===== src/rtl/afifo_wr_arbiter.sv =====
// Round-robin arbiter sharing one afifo write port among NUM_REQ burst requesters.
// Grants a whole burst at a time; paces writes with the FIFO full/almost_full flags.
module afifo_wr_arbiter #(
  parameter int NUM_REQ    = 4,
  parameter int DATA_WIDTH = 8,
  parameter int LEN_WIDTH  = 8
) (
  input  logic                            clk,
  input  logic                            rst,
  input  logic [NUM_REQ-1:0]              req,
  input  logic [NUM_REQ*LEN_WIDTH-1:0]    req_len,
  input  logic [NUM_REQ*DATA_WIDTH-1:0]   req_data,
  output logic [NUM_REQ-1:0]              ack,
  output logic [NUM_REQ-1:0]              gnt,
  output logic                            busy,
  output logic [DATA_WIDTH-1:0]           fifo_data_in,
  output logic                            fifo_wr_en,
  input  logic                            fifo_full,
  input  logic                            fifo_almost_full
);

  localparam int PTR_W = $clog2(NUM_REQ);

  typedef enum logic {IDLE, BURST} state_t;

  state_t                 state, state_d;
  logic [NUM_REQ-1:0]     gnt_d;
  logic [PTR_W-1:0]       ptr, ptr_d;
  logic [LEN_WIDTH-1:0]   cnt, cnt_d;

  logic [NUM_REQ-1:0]     eligible;
  logic                   found;
  logic [PTR_W-1:0]       sel;
  logic [LEN_WIDTH-1:0]   sel_len;
  int                     rr_idx;
  logic [DATA_WIDTH-1:0]  gnt_data;

  always_comb begin
    for (int i = 0; i < NUM_REQ; i++) begin
      eligible[i] = req[i] && (req_len[i*LEN_WIDTH +: LEN_WIDTH] != '0);
    end
  end

  // First eligible lane at or after ptr, wrapping past the top lane.
  always_comb begin
    found   = 1'b0;
    sel     = '0;
    sel_len = '0;
    rr_idx  = 0;
    for (int k = 0; k < NUM_REQ; k++) begin
      rr_idx = int'(ptr) + k;
      if (rr_idx >= NUM_REQ) rr_idx = rr_idx - NUM_REQ;
      if (!found && eligible[rr_idx]) begin
        found   = 1'b1;
        sel     = PTR_W'(rr_idx);
        sel_len = req_len[rr_idx*LEN_WIDTH +: LEN_WIDTH];
      end
    end
  end

  always_comb begin
    gnt_data = '0;
    for (int i = 0; i < NUM_REQ; i++) begin
      if (gnt[i]) gnt_data = gnt_data | req_data[i*DATA_WIDTH +: DATA_WIDTH];
    end
  end

  always_comb begin
    // NOTE: every next-state and output variable gets a default first so no path infers a latch.
    state_d      = state;
    gnt_d        = gnt;
    ptr_d        = ptr;
    cnt_d        = cnt;
    fifo_wr_en   = 1'b0;
    fifo_data_in = '0;
    ack          = '0;
    unique case (state)
      IDLE: begin
        if (found && !fifo_almost_full) begin
          state_d = BURST;
          gnt_d   = NUM_REQ'(1) << sel;
          cnt_d   = sel_len;
          ptr_d   = (sel == PTR_W'(NUM_REQ - 1)) ? '0 : sel + PTR_W'(1);
        end
      end
      BURST: begin
        // almost_full is deliberately ignored here; only full stalls a burst in flight.
        fifo_wr_en   = ~fifo_full;
        fifo_data_in = gnt_data;
        ack          = gnt & {NUM_REQ{~fifo_full}};
        if (!fifo_full && cnt != '0) begin
          cnt_d = cnt - LEN_WIDTH'(1);
          if (cnt == LEN_WIDTH'(1)) begin
            state_d = IDLE;
            gnt_d   = '0;
          end
        end
      end
      default: state_d = IDLE;
    endcase
  end

  always_ff @(posedge clk) begin
    // NOTE: sequential state uses non-blocking assignments so every flop updates from pre-edge values.
    if (rst) begin
      state <= IDLE;
      gnt   <= '0;
      ptr   <= '0;
      cnt   <= '0;
    end else begin
      state <= state_d;
      gnt   <= gnt_d;
      ptr   <= ptr_d;
      cnt   <= cnt_d;
    end
  end

  assign busy = (state == BURST);

endmodule


===== config.mk =====
export PLATFORM = sky130hd
export DESIGN_NAME = afifo_wr_arbiter
export DESIGN_NICKNAME = d
export VERILOG_FILES = /design/src/rtl/afifo_wr_arbiter.sv
export SDC_FILE = /design/constraint.sdc
export NUM_CORES = 1
export LEC_CHECK = 0
export BUFFER_PORTS_ARGS = -buffer_cell sky130_fd_sc_hd__clkbuf_2
export CAP_MARGIN = 20
export CORE_MARGIN = 2
export CORE_UTILIZATION = 32
export CTS_BUF_LIST = sky130_fd_sc_hd__clkbuf_8
export DETAILED_ROUTE_END_ITERATION = 6
export PLACE_DENSITY = 0.66
export SLEW_MARGIN = 20
export SYNTH_ARGS = -nofsm -noshare
export SYNTH_HDL_FRONTEND = slang
export SYNTH_SLANG_ARGS = --single-unit

===== constraint.sdc =====
create_clock -name clk -period 3.2 [get_ports clk]
set_input_delay 0.64 -clock clk [delete_from_list [all_inputs] [get_ports clk]]
set_output_delay 0.64 -clock clk [all_outputs]
set_load 0.02 [all_outputs]

After elaboration in Yosys (flattened, before gate mapping)
Cells that the tools add are included.
Widths: inputs -> output; s select.
{"block": "totals", "word_cells": 106, "latch_bits": 0, "inputBits": 72, "mem_count": 0, "mem_bits_rw": 0, "romBits": 0, "regBits": 15, "output_inout_bits": 18}
{"block": "classes", "addsub": 9, "bitwise": 6, "n_shift": 5, "order_cmp": 8, "div": 0, "eq_ne": 5, "multipliers": 0, "reduce_logical": 22, "n_mux": 47}
{"cell": "$lt 32x4->1 const B", "count": 4}
{"cell": "$mux 32", "count": 4}
{"cell": "$shiftx 32x32->8", "count": 4}
{"cell": "$mux 8", "count": 11}
{"cell": "$reduce_bool 8->1", "count": 5}
{"cell": "$or 8x8->8", "count": 3}
{"cell": "$mux 1", "count": 16}
{"cell": "$mux 4", "count": 4}
{"cell": "$pmux 8 s2", "count": 1}
{"cell": "$sub 3x3->4 const B", "count": 3}
{"cell": "$mux 2", "count": 5}
{"cell": "$ge 3x3->1 const B", "count": 3}
{"cell": "$logic_and 1x1->1", "count": 9}
{"cell": "$bmux 1 s2", "count": 4}
{"cell": "$eq 8x1->1 const B", "count": 1}
{"cell": "$pmux 4 s2", "count": 1}
{"cell": "$sub 8x1->8 const B", "count": 1}
{"cell": "$add 2x2->3 const B", "count": 2}
{"cell": "$logic_not 1->1", "count": 5}
{"cell": "$and 4x4->4", "count": 1}
{"cell": "$ne 2x1->1 const B", "count": 2}
{"cell": "$reduce_and 2->1", "count": 2}
{"cell": "$shl 1x2->4 const A", "count": 1}
{"cell": "$sub 2x3->4 const B", "count": 1}
{"cell": "other kinds (8)", "count": 9}

Depth between registers and ports, before layout
Gate-level depths: netlist (run 1).
{"block": "depth", "word_depth": 18, "depth_mapped": 13, "ltp_nobuf": 11}

Worst setup path before layout (run 1)
No wires, ideal clock.
{"block": "synth_timing", "path_kind": "register to register", "from": "register ptr[1]", "to": "register ptr[1]", "path_stages_with_launch": 14, "arrival_ps": 2828, "setup_time_ps": 117, "path_slack_ps": 254, "synth_period_minus_slack_ps": 2946, "path_buffers": 3, "required_ps": 3083, "cell_sequence": "dfxtp_1 clkbuf_1 clkinv_1 ha_1 and2_1 clkbuf_1 a221oi_2 o21ai_2 buf_6 and2_1 a21oi_1 ha_1 nand2_1 a21oi_1"}
{"block": "synth_via", "elab_chain_cells": 17, "word_cells_on_any_way": 46, "cone_classes": "8 x add/sub; 4 x order compare; 1 x eq/ne; 25 x mux; 8 x reduce/logical"}
{"element": "start, declared", "line": "28", "rtl": "logic [PTR_W-1:0] ptr, ptr_d;"}
{"element": "start signal, assigned", "line": "113", "rtl": "ptr <= ptr_d;"}
{"element": "branches (longest 17 deep; another with $sub 3x3->4)"}
Parallel ways; which one is timed is not known. The select of a mux whose other input is x is not followed.
A chain may end at the register's enable or synchronous reset.

Final worst setup path (run 1)
{"block": "layout_timing", "from": "input req_len[20]", "to": "register ptr[1]"}
{"block": "layout_via", "elab_chain_cells": 17, "word_cells_on_any_way": 33, "cone_classes": "1 x add/sub; 1 x eq/ne; 21 x mux; 10 x reduce/logical"}
{"element": "start, declared", "line": "11", "rtl": "input logic [NUM_REQ*LEN_WIDTH-1:0] req_len,"}
{"element": "$reduce_bool 8->1 *", "line": "40", "rtl": "eligible[i] = req[i] && (req_len[i*LEN_WIDTH +: LEN_WIDTH] != '0);"}
{"element": "$logic_and 1x1->1 *", "line": "40"}
{"element": "$bmux 1 s2", "line": "53", "rtl": "if (!found && eligible[rr_idx]) begin"}
{"element": "$mux 1 (implied by the code) (2 in a row)", "line": "53"}
{"element": "$mux 1", "line": "53"}
{"element": "$logic_not 1->1", "line": "53"}
{"element": "$logic_and 1x1->1", "line": "53"}
{"element": "$mux 1", "line": "53"}
{"element": "$logic_not 1->1", "line": "53"}
{"element": "$logic_and 1x1->1", "line": "53"}
{"element": "$mux 1", "line": "53"}
{"element": "$logic_not 1->1", "line": "53"}
{"element": "$logic_and 1x1->1", "line": "53"}
{"element": "$mux 2 or $mux 1 (tied branches)", "line": "53"}
{"element": "$add 2x1->2 (tied with other cells)", "line": "83", "rtl": "ptr_d = (sel == PTR_W'(NUM_REQ - 1)) ? '0 : sel + PTR_W'(1);"}
{"element": "$mux 2 or $reduce_and 2->1 (tied branches)"}
Every way passes the cells marked *; elsewhere a longest branch is shown, timed or not. The select of a mux whose other input is x is not followed.

==> run_results.csv, run 1 <==
group,metric,value,unit
outcome,run_status,"completed",
floorplan,die_h,96.90,um
synthesis,postSynthCellCount,314,
final_layout,fillerInstances,839,
final_layout,drive_gt1_share,41.58,%
clock_network,clkSinkCount,15,
min_path,hp-class,"reg -> reg",
route,m1WireLength,3958,um
final_layout,synthToLayoutAreaGrowth,22.25,%
timing,max_slew.worst_pin.slew,0.7526,ns
route,vias_post_dr,3033,
place,place.detailed.hpwl,7410,um
route,met2_wirelength,4540,um
job,drv.max_cap_violation_count,0,
timing,max_freq,341.1,MHz
power,total_switching_power,679.5,uW
final_layout,antenna_cells_inserted,0,
clock_network,clock_path_buffers,2,
synthesis,synthesis.yosys.warnings,0,
critical_path,timing.critical_path.from_type,"input port",
clock_network,cts_tree,"yes",
synthesis,post_synth_main_area_contributors,"mux4_2 (16%), dfxtp_1 (11%), a21oi_1 (6.7%), a22oi_1 (6.0%), ha_1 (4.1%)",
floorplan,floorplan.die.width,96.90,um
power,total_power,1.451,mW
power,pwr-share-clk,10.6,%
route,dr.pass1.iters,4,
global_routing,vias_in_the_first_global_route,2994,
synthesis,synth_enable_flop_cells,0,
place,final_weighted_congestion_of_routability_driven_global_placement,0.9066,
clock_network,num_cts_buffers,3,
power,seq_power_share,18.5,%
critical_path,worst-setup-path-type,"in -> reg",
final_layout,nets,486,
synthesis,adder_and_majority_gate_portion_of_the_synthesized_area,4.078,%
global_routing,grt_usage,19.75,%
clock_network,cts.repair_timing.setup_buffer_count,0,
synthesis,synth-seq-cells,15,
route,post_drt_wl_per_cell,18.30,um
route,detail_route.vias_per_cell,5.959,
synthesis,synthFlopType,"dfxtp_1",
critical_path,required,3.33,ns
timing,timing.setup.tns,0,ns
synthesis,async_s_r_ff_share_synth,0,%
global_routing,grt_start_max_net_pins,56,
route,top_layer_used,"met4",
timing,fin_crit_sh,91.61,%
route,dr_wl_met3,649,um
global_routing,antenna_found_initial,0,
timing,timing.slew.headroom,49.64,%
critical_path,cp_max_fo,8,
timing,grt_setup_unrepaired,"no",
power,power.leakage,1.303,nW
power,internal_power,771.5,uW
timing,finalHoldViolations,0,
timing,setup_viol,0,
synthesis,synth_simple_gate_area_share,20.80,%
route,dr.first_iter.drc_count,208,
clock_network,cts_root_buffer,"clkbuf_8",
synthesis,synthXorXnorAreaFrac,0.3172,%
clock_network,htreeDepth,1,
synthesis,synthDistinctLibCells,63,
synthesis,synthesis.area,2761,sq um
floorplan,i_o_pin_count,90,
power,worst_ir_drop_vdd,134.4,uV
timing,clock-skew-final,0.003553,ns
synthesis,synthesis.nets,395,
route,wirelength,9313,um
timing,finalWorstPathRequiredPeriod,2.931,ns
synthesis,dominant_combinational_cell_family_by_area_after_synthesis,"compound AO/OA/AOI/OAI gates",
floorplan,core.rowCount,33,
power,switching_share,46.83,%
power,power.density,429.8,nW/um^2
synthesis,synth.largest_area_cell,"mux4_2",
clock_network,clk_pin_slew_worst_paths,0.06,ns
synthesis,synth_compound_gate_area_share,32.40,%
critical_path,type_of_element_capturing_the_critical_path,"flip-flop",
timing,report.final.slew_viol_count,0,
route,drc,0,
synthesis,avgSynthCellArea,8.794,sq um
clock_network,cts_resized,0,
floorplan,core_region_area,8299,sq um
clock_network,cts_hold_buf,0,
route,postRouteAntennaNets,0,
synthesis,yosysTopAreaCellShare,16.31,%
power,share_comb_of_total_power,70.8,%
floorplan,dieArea,9389,sq um
clock_network,clock_latency_reported_for_the_late_side_of_the_worst_skew_pair,0.25,ns
global_routing,grt_remaining_overflow,0,
place,numPortBuffers,89,
synthesis,yosysSeqAreaShare,10.87,%
synthesis,proportion_of_synthesized_area_in_mux_cells,25.19,%
timing,holdWs,0.5359,ns
critical_path,cp.arrival,3.06,ns
floorplan,floorplan.initialDensity,33.27,%
global_routing,grt_first_pass_wirelength,15480,um
## synth_stat cells (2+ instances only)
cell type,count
a211oi_1,4
a21boi_2,2
a21o_1,3
a21oi_1,37
a221o_1,2
a221oi_1,5
a22oi_1,22
a311o_1,3
a311oi_1,2
a31oi_1,5
and2_1,8
buf_6,3
clkbuf_1,13
clkbuf_4,2
clkbuf_8,4
clkinv_1,2
dfxtp_1,15
ha_1,9
inv_1,4
mux2_2,10
mux2i_1,8
mux4_1,2
mux4_2,20
nand2_1,23
nand2b_1,2
nand3_1,12
nor2_1,26
nor3_1,9
nor4_1,4
nor4_4,4
o21a_4,2
o21ai_0,10
o21ai_1,2
o2bb2ai_1,3
or4_4,4
## cells in the final DEF (no fill, tap or decap), types with 2 or more instances in the layout
cell type,count
clkinv_1,2
nor2_1,26
nand3_1,12
clkbuf_8,3
o21a_4,2
a21o_1,3
nor4_4,4
nor4_1,4
a311o_1,3
a21boi_2,2
a21oi_1,37
nand2_1,23
a22oi_1,22
nor3_1,9
dfxtp_1,14
mux4_2,20
nand2b_1,2
or4_4,4
o2bb2ai_1,3
a221o_1,2
and2_1,8
mux2_2,10
ha_1,9
buf_4,19
mux2i_1,8
a211oi_1,4
mux4_1,2
o21ai_0,10
a221oi_1,5
a311oi_1,2
a31oi_1,5
o21ai_1,2
clkbuf_2,89
inv_1,4
## worst max-delay path, cell delays in order
cell	delay [ns]
clkbuf_2	0.13
or4_4	0.57
o21a_4	0.28
mux4_2	0.50
nor3_2	0.24
nor3_1	0.09
a21oi_1	0.24
ha_1	0.26
nand2_1	0.06
a21oi_1	0.05
## cell type report
type,instances,area [sq um],share of cell area [%]
clock buffers,3,41.29,1.223
clock inverters,1,5.005,0.1483
inverters,6,22.52,0.6672
multi-input cells,271,2286,67.72
flip-flops and latches,15,301.5,8.933
well taps,105,131.4,3.892
repair buffers,108,588.1,17.42
## routing by layer
layer	vias to the layer above	global-route usage (%)
met5	-	0
li1	1448	-
met3	11	2.240
met1	1447	25.95
met4	0	6.067
met2	127	33.92
## logic make-up (layout without fill, tap and decap cells)
group	after synthesis	count (layout)
buf+inv	28	118
fa+ha+maj	9	9
flops	15	15
simple gates	101	101
xor+xnor	1	1
mux	40	40
compound gates	120	120
## worst paths after layout
check / from / to / slack (ns) / cells past startpoint
setup / recovery: req_len[20] / ptr[1]$_SDFFE_PP0P_ / 0.27 / 10
hold / removal: cnt[7]$_SDFFE_PP0P_ / cnt[7]$_SDFFE_PP0P_ / 0.54 / 2
setup reg to reg: ptr[0]$_SDFFE_PP0P_ / ptr[1]$_SDFFE_PP0P_ / 0.35 / 11
hold reg to reg: cnt[7]$_SDFFE_PP0P_ / cnt[7]$_SDFFE_PP0P_ / 0.54 / 2
## stage by stage
step	worst slack, ns	cells	instance area (sq um)	utilization [%]
2_1_floorplan	0.2544	314	2761	-
3_3_place_gp	0.09778	505	3329	40.12
3_5_place_dp	0.01630	505	3329	40.12
4_1_cts	0.2911	509	3376	40.68
5_1_grt	0.1267	509	3376	40.68
6_report	0.2686	509	3376	40.68
## registers in the layout, indices dropped and copies added (netlist names)
register  count
busy          1
cnt           8
gnt           4
ptr           2
## power by group through the flow
stage / Clock [mW] / Sequential, mW / Combinational (mW)
after CTS: 0.158 / 0.268 / 1.03
after global routing: 0.168 / 0.277 / 1.13
after global placement: 0 / 0.271 / 1.00
after floorplan: 0 / 0.259 / 0.752
final: 0.154 / 0.269 / 1.03
after detailed placement: 0 / 0.272 / 1.02
No activity file was read; power rests on OpenSTA's default activity.
==> inputs of run 2 (changes only) <==
- RECOVER_POWER: default -> 25
- REMOVE_ABC_BUFFERS: default -> 1
==> run 2 against run 1 <==
  * Hold slack improved by 0.0022 ns
  * Sequential share of layout area rose by 0.094 points
  * Global-route usage fell by 0.40 points
  * Critical endpoint unchanged
  * Combinational power barely moved
  * Power barely moved
  * Routed wire length rose by 0.27%
==> run_results.csv, run 2 (synthesis results as in run 1) <==
group,metric,value,unit
clock_network,htreeDepth,1,
power,power.leakage,1.261,nW
final_layout,drive_gt1_share,39.15,%
route,postRouteAntennaNets,0,
global_routing,vias_in_the_first_global_route,2867,
route,vias_post_dr,3101,
timing,finalWorstPathRequiredPeriod,2.951,ns
clock_network,cts.repair_timing.setup_buffer_count,0,
final_layout,largest_register_ffs,8,
timing,timing.slew.headroom,51.11,%
timing,grt_setup_unrepaired,"no",
global_routing,globalRouteMet1Util,27.29,%
timing,fin_crit_sh,92.21,%
critical_path,timing.critical_path.from_type,"input port",
critical_path,cp_common_cell,"a21oi_1",
floorplan,die_h,96.90,um
timing,max_slew.worst_pin.slew,0.7334,ns
final_layout,finish.instance_area,3341,sq um
critical_path,worst-setup-path-type,"in -> reg",
floorplan,floorplan.die.width,96.90,um
route,post_drt_wl_per_cell,18.45,um
final_layout,layout_top_registers,"cnt (8), gnt (4), ptr (2)",
critical_path,cp.arrival,3.08,ns
clock_network,cts_hold_buf,0,
outcome,run_status,"completed",
global_routing,groute.layer.met3.usage,1.517,%
critical_path,cp_max_fo,7,
route,dr.pass1.iters,5,
timing,setup_viol,0,
critical_path,timing.critical_path.slowest_cell_delay,0.58,ns
final_layout,nets,483,
global_routing,grt.met2_usage,30.66,%
global_routing,routing_layer_with_the_top_usage_in_global_route,"met2",
route,wirelength,9338,um
power,power.density,434.3,nW/um^2
clock_network,clock_latency_reported_for_the_late_side_of_the_worst_skew_pair,0.25,ns
floorplan,floorplan.initialDensity,33.27,%
clock_network,clock_path_buffers,2,
critical_path,critical-path-top-delay-family,"simple AND/OR/NAND/NOR gates",
global_routing,grt_first_pass_wirelength,15090,um
place,numPortBuffers,89,
min_path,hp-class,"reg -> reg",
route,drc,0,
power,worst_ir_drop_vdd,129.9,uV
power,total_power,1.451,mW
floorplan,core.rowCount,33,
route,dr.first_iter.drc_count,271,
global_routing,grt_start_max_net_pins,56,
clock_network,cts_tree,"yes",
place,detailed_place.area,3307,sq um
global_routing,grt_remaining_overflow,0,
final_layout,final_util,40.25,%
floorplan,dieArea,9389,sq um
place,final_weighted_congestion_of_routability_driven_global_placement,0.9666,
critical_path,critical_path.slowest_cell,"or4_4",
place,place.detailed.instances,502,
critical_path,required,3.33,ns
final_layout,mostFrequentLayoutCell,"clkbuf_2",
global_routing,grt_usage,19.34,%
timing,report.final.slew_viol_count,0,
place,place.detailed.hpwl,7254,um
global_routing,antenna_found_initial,0,
route,detail_route.vias_per_cell,6.128,
timing,clock-skew-final,0.007933,ns
clock_network,num_cts_buffers,3,
final_layout,instances_no_fill,506,
clock_network,cts_resized,0,
final_layout,layout_common_cells,"clkbuf_2 (82), a21oi_1 (37), nor2_1 (26), nand2_1 (23), a22oi_1 (22)",
final_layout,synthToLayoutAreaGrowth,20.98,%
clock_network,cts_root_buffer,"clkbuf_8",
critical_path,cp_num_buf_inv,1,
timing,finalHoldViolations,0,
floorplan,core_region_area,8299,sq um
final_layout,antenna_cells_inserted,0,
floorplan,i_o_pin_count,90,
clock_network,clkSinkCount,15,
final_layout,largest_register_by_flop_count,"cnt",
job,drv.max_cap_violation_count,0,
critical_path,cp_cell_sequence,"clkbuf_2 -> or4_4 -> o21a_4 -> mux4_2 -> nor3_2 -> nor3_1 -> a21oi_1 -> ha_1 -> nand2_1 -> a21oi_1",
timing,holdWs,0.5382,ns
clock_network,clk_pin_slew_worst_paths,0.07,ns
timing,max_freq,338.9,MHz
critical_path,type_of_element_capturing_the_critical_path,"flip-flop",
-- run 2: cell types whose count changed in the layout (fill, tap and decap cells not counted), sizes merged --
cell,before,now
buf,19,15
clkbuf,92,93
-- run 2: final timing paths --
| path | from | end | slack (ns) | depth (start not counted) |
|---|---|---|---|---|
| min | cnt[7]$_SDFFE_PP0P_ | cnt[7]$_SDFFE_PP0P_ | 0.54 | 2 |
| max | req_len[5] | ptr[1]$_SDFFE_PP0P_ | 0.25 | 10 |
| max reg2reg | ptr[1]$_SDFFE_PP0P_ | ptr[1]$_SDFFE_PP0P_ | 0.32 | 11 |
| min reg2reg | cnt[7]$_SDFFE_PP0P_ | cnt[7]$_SDFFE_PP0P_ | 0.54 | 2 |
-- run 2: metal layers --
metal	share of wire [%]	vias to the layer above
met5	0	-
met4	2.6	0
met3	7.9	16
met2	46	171
met1	43	1469
li1	-	1445
-- run 2: worst register-to-register path, stage by stage (launching register included) --
cell      delay (ns)
dfxtp_1         0.37
clkinv_1        0.10
ha_1            0.56
nor2b_1         0.09
buf_4           0.18
a221oi_2        0.46
o21ai_2         0.17
and2_1          0.21
a21oi_1         0.24
ha_1            0.27
nand2_1         0.06
a21oi_1         0.05
-- run 2: area by class of cell --
type | instances | area [sq um]
clock buffer | 3 | 41.29
fill | 864 | 4959
timing repair buffer | 105 | 553.0
clock inverter | 1 | 5.005
inverter | 6 | 22.52
multi-input combinational | 271 | 2286
sequential | 15 | 301.5
tap | 105 | 131.4
-- run 2: power by group --
group	total [mW]	internal [mW]	switching [mW]
logic	1.02	0.460	0.563
registers	0.271	0.220	0.0503
clock network	0.157	0.0863	0.0702
-- run 2: stage by stage --
step	setup slack, ns	TNS (ns)
after floorplan	-1.720	-20.19
after global routing	0.1267	0
after global placement	0.06052	0
after CTS	0.2694	0
final	0.2491	0
after detailed placement	-0.002925	-0.002925
